$ cat config.mk
export PLATFORM = sky130hd
export DESIGN_NAME = ima_adpcm_decoder
export DESIGN_NICKNAME = d
export VERILOG_FILES = /design/src/rtl/ima_adpcm_decoder.sv
export SDC_FILE = /design/constraint.sdc
export NUM_CORES = 1
export LEC_CHECK = 0
export ABC_AREA = 1
export ABC_CLOCK_PERIOD_IN_PS = 8100
export CORE_MARGIN = 10
export CORE_UTILIZATION = 40
export DETAILED_ROUTE_END_ITERATION = 7
export PLACE_DENSITY = 0.56
export SYNTH_ARGS = -nofsm -noshare
export SYNTH_HDL_FRONTEND = slang
export SYNTH_SLANG_ARGS = --single-unit
$ cat constraint.sdc
create_clock -name clk -period 8.1 [get_ports clk]
set_clock_uncertainty 0.05 [all_clocks]
set_input_delay 1.62 -clock clk [delete_from_list [all_inputs] [get_ports clk]]
set_output_delay 1.62 -clock clk [all_outputs]
set_load 0.1 [all_outputs]
$ cat src/rtl/ima_adpcm_decoder.sv
// Streaming IMA ADPCM decoder: one 4-bit nibble in, one 16-bit PCM sample out per clock.
// Define IMA_ADPCM_VALID_OUT_EN to add the registered valid_o output.
module ima_adpcm_decoder (
    input  logic        clk,
    input  logic        rst_n,
    input  logic        sop,
    input  logic        eop,
    input  logic [3:0]  coded_i,
`ifdef IMA_ADPCM_VALID_OUT_EN
    output logic        valid_o,
`endif
    output logic [15:0] decoded_o
);

    localparam int DATA_W = 16;
    localparam int PROD_W = 21;
    localparam int ACC_W  = 18;
    localparam logic [6:0] IDX_MAX = 7'd88;

    localparam logic [DATA_W-1:0] STEP_TAB [89] = '{
        7, 8, 9, 10, 11, 12, 13, 14, 16, 17,
        19, 21, 23, 25, 28, 31, 34, 37, 41, 45,
        50, 55, 60, 66, 73, 80, 88, 97, 107, 118,
        130, 143, 157, 173, 190, 209, 230, 253, 279, 307,
        337, 371, 408, 449, 494, 544, 598, 658, 724, 796,
        876, 963, 1060, 1166, 1282, 1411, 1552, 1707, 1878, 2066,
        2272, 2499, 2749, 3024, 3327, 3660, 4026, 4428, 4871, 5358,
        5894, 6484, 7132, 7845, 8630, 9493, 10442, 11487, 12635, 13899,
        15289, 16818, 18500, 20350, 22385, 24623, 27086, 29794, 32767
    };

    function automatic logic signed [4:0] idx_adj(input logic [2:0] mag);
        case (mag)
            3'd4:    return 5'sd2;
            3'd5:    return 5'sd4;
            3'd6:    return 5'sd6;
            3'd7:    return 5'sd8;
            default: return -5'sd1;
        endcase
    endfunction

    function automatic logic [6:0] clamp_idx(input logic signed [8:0] x);
        if (x < 9'sd0)
            return 7'd0;
        else if (x > 9'sd88)
            return IDX_MAX;
        else
            return x[6:0];
    endfunction

    // Signed divide by 8 truncating toward zero: bias negatives by 7 before the shift.
    function automatic logic signed [ACC_W-1:0] div8_trunc(input logic signed [PROD_W-1:0] p);
        logic signed [PROD_W-1:0] biased;
        biased = p + (p[PROD_W-1] ? 21'sd7 : 21'sd0);
        return ACC_W'(biased >>> 3);
    endfunction

    function automatic logic signed [DATA_W-1:0] sat16(input logic signed [ACC_W-1:0] x);
        if (x > 18'sd32767)
            return 16'sh7FFF;
        else if (x < -18'sd32768)
            return 16'sh8000;
        else
            return x[DATA_W-1:0];
    endfunction

    logic signed [DATA_W-1:0] pred_p0;
    logic [6:0]               idx_p0;
    logic [DATA_W-1:0]        step_p0;
    logic                     in_pkt;

    logic                     proc;
    logic signed [DATA_W-1:0] base_pred;
    logic [6:0]               base_idx;
    logic [DATA_W-1:0]        base_step;
    logic signed [4:0]        adj;
    logic signed [8:0]        idx_sum;
    logic [6:0]               idx_new;
    logic [4:0]               mag2;
    logic signed [4:0]        two_v1;
    logic signed [PROD_W-1:0] prod;
    logic signed [ACC_W-1:0]  diff;
    logic signed [ACC_W-1:0]  sum;
    logic signed [DATA_W-1:0] pred_next;

    assign proc = sop | in_pkt;

    always_comb begin
        base_pred = pred_p0;
        base_idx  = idx_p0;
        base_step = step_p0;
        if (sop) begin
            base_pred = '0;
            base_idx  = '0;
            base_step = 16'd7;
        end
        adj     = idx_adj(coded_i[2:0]);
        idx_sum = $signed({2'b00, base_idx}) + {{4{adj[4]}}, adj};
        idx_new = clamp_idx(idx_sum);
        // 2*v+1 with v = +/-mag, ranges -13..15
        mag2    = {1'b0, coded_i[2:0], 1'b0};
        two_v1  = coded_i[3] ? (5'sd1 - $signed(mag2)) : ($signed(mag2) + 5'sd1);
        prod    = $signed({{16{two_v1[4]}}, two_v1}) * $signed({5'b00000, base_step});
        diff    = div8_trunc(prod);
        sum     = $signed({{2{base_pred[DATA_W-1]}}, base_pred}) + diff;
        pred_next = sat16(sum);
    end

    // Stage p0: decoder state and output sample
    always_ff @(posedge clk or negedge rst_n) begin
        if (!rst_n) begin
            pred_p0 <= '0;
            idx_p0  <= '0;
            step_p0 <= 16'd7;
            in_pkt  <= 1'b0;
        end else if (proc) begin
            pred_p0 <= pred_next;
            idx_p0  <= idx_new;
            step_p0 <= STEP_TAB[idx_new];
            in_pkt  <= ~eop;
        end
    end

    assign decoded_o = pred_p0;

`ifdef IMA_ADPCM_VALID_OUT_EN
    logic vld_p0;

    always_ff @(posedge clk or negedge rst_n) begin
        if (!rst_n)
            vld_p0 <= 1'b0;
        else
            vld_p0 <= proc;
    end

    assign valid_o = vld_p0;
`endif

endmodule

==> flow_metrics.tcl <==
set metrics [dict create \
    status "complete, but fails checks" \
    violations "negative setup slack" \
    finalNetCount 1600 \
    drc 0 \
    drt_iter0_drc 647 \
    gp_congestion 0.954 \
    ys_async_sr_fraction_pct 100 \
    dieHeight_um 160 \
    cp_max_fo 6 \
    grt_max_degree 42 \
    maxCapViolations 0 \
    initial_utilization_pct 40.5 \
    synth_cell_type_count 51 \
    core_area_mm2 0.0194 \
    firstDrtPassIters 6 \
    fin_cells 1732 \
    cts_buffer_depth 2 \
    cpMostUsedCell "nand2_2" \
    pin_count 24 \
    fin_crit_ns 8.34 \
    crit_arrival_ns 8.46 \
    seq_area_frac_synth_pct 12.5 \
    cts_tree "built" \
    cts.htree.levels 2 \
    dieArea_mm2 0.0256 \
    grt.total_usage_pct 19.5 \
    crit_path_end_kind "flop" \
    gr-total-overflow 0 \
    slew_headroom_pct 33.9 \
    crit_required_ns 8.23 \
    avgSynthCellArea_um2 6.33 \
    dpl.cell_count 1669 \
    holdCritPathClass "reg -> reg" \
    syn_to_final_growth_pct 40.5 \
    root_buffer "clkbuf_16" \
    num_vias 8612 \
    cpPeakStageDelay_ns 0.54 \
    ant_nets 0 \
    cts_buffers 5 \
    drive_gt1_share_pct 30.1 \
    diodes 0 \
    grt_antenna_before_repair 0 \
    slew_viol_final 0 \
    max_freq_ghz 0.120 \
    netlist_area_mm2 0.00785 \
    rsz0062_at_grt "yes" \
    syn_nets 1373 \
    worstSetupStartpointType "primary input" \
    ys.flop_type "dfrtp_1" \
    crit_type "in -> reg" \
    clk_latency_ns 0.29 \
    finalSetupViolCount 16 \
    yosys.area.top_type "nand2_1" \
    cts.sinks 39 \
    finalWirelength_mm 25.8 \
    synth_common_cells "306 x nand2_1, 223 x inv_1, 141 x nor2_1, 98 x nand3_1, 84 x ha_1" \
    synth_area_leaders "nand2_1 15%, ha_1 13%, dfrtp_1 11%" \
    synth_most_common_cell "nand2_1" \
    viasPerCell 4.97 \
    synth_edf_count 0 \
    ys_seq_elements 39 \
    grt_pass1_vias 8389 \
    hold_viol_final 0 \
    synthCells 1239 \
    synth_top_cell_area_share_pct 14.6 \
    routedWlPerCell_um 14.9 \
    dpl.hpwl_mm 19.9 \
    pre_cts_slack_ns -0.907 \
    yosys_warnings 0 \
    fin_ws_ns -0.235 \
    die_w_um 160 \
    numPortBuffers 23 \
    clk_pin_slew_worst_paths_ns 0.06 \
    row_count 51 \
    period_share_pct 103 \
    grt_first_pass_wirelength_mm 42.1 \
    crit_slowest_cell "fa_1" \
    worstMarginPinSlew_ns 0.989 \
]
==> cells by family (layout without fill, tap and decap cells) <==
logic type                 count (synthesis)  after routing  synth area share (%)
AOI/OAI and AO/OA                        153            153                  11.0
xor gates and xnor gates                  32             32                  3.86
adders and majority gates                126            126                  24.1
buffers and inverters                    262            490                  13.3
DFF                                       39             39                  12.5
and+or+nand+nor                          627            627                  35.3
==> registers in the layout (all words and copies together), names as in the netlist <==
signal and cells:
idx_p0 7, decoded_o 16, in_pkt 1, step_p0 15
==> repair_timing <==
action                     in CTS  in global routing
hold buffers                    0                  0
resized for setup              67                 50
setup endpoints to repair      16                 16
pin swaps                      36                 59
setup buffers                  37                 16
gates cloned                    1                  1
==> final timing paths <==
check / slack (ns) / depth (start not counted) / start / end
hold reg to reg: 0.42 / 2 / step_p0[0] / step_p0[0]
setup reg to reg: 1.16 / 45 / step_p0[2] / decoded_o[0]
setup / recovery: -0.24 / 49 / coded_i[0] / decoded_o[0]
max in group asynchronous: 5.98 / 1 / rst_n / idx_p0[5]
min in group asynchronous: 1.41 / 1 / rst_n / decoded_o[11]
hold / removal: 0.42 / 2 / step_p0[0] / step_p0[0]
==> cell usage in the layout (no fill, tap or decap), types with 35 or more instances in the layout <==
master	n
nand2_1	278
o21ai_0	35
buf_4	218
dfrtp_1	36
inv_1	204
nor2_1	120
ha_1	62
a21oi_1	51
nand3_1	79
fa_1	41
nand2_2	40
==> routing by layer <==
metal | track usage (%) | wire, µm
met4 | 3.42 | 331
met5 | 0 | 0
met2 | 32.3 | 12200
met1 | 27.3 | 12400
met3 | 1.41 | 865
==> worst max-delay path, delay by kind of cell <==
family,cells,cell delay [ns]
compound gates,2,0.44
simple gates,26,2.33
buf+inv,12,1.08
fa+ha+maj,8,2.79
xor+xnor,1,0.21
==> through the flow <==
step	instance area [µm²]	setup TNS [ns]	hold WS [ns]	util [%]
floorplan	8290	-0.283	0.398	-
global placement	9980	-12.78	0.413	51.5
detailed placement	9980	-13.54	0.414	51.5
CTS	10700	0	0.426	55.2
global route	11000	-8.39	0.449	56.8
finish	11000	-3.30	0.423	56.8
==> cell type report <==
class,instances,area [µm²]
fillers,1879,8370
repair buffers,252,2030
clock buffers,6,139
well taps,265,332
inverters,230,878
clock inverters,2,35.0
flip-flops and latches,39,980
multi-input cells,938,6630
Power is not shown: default switching activity piles up to over one toggle a cycle in this logic, so the estimate is an artifact.
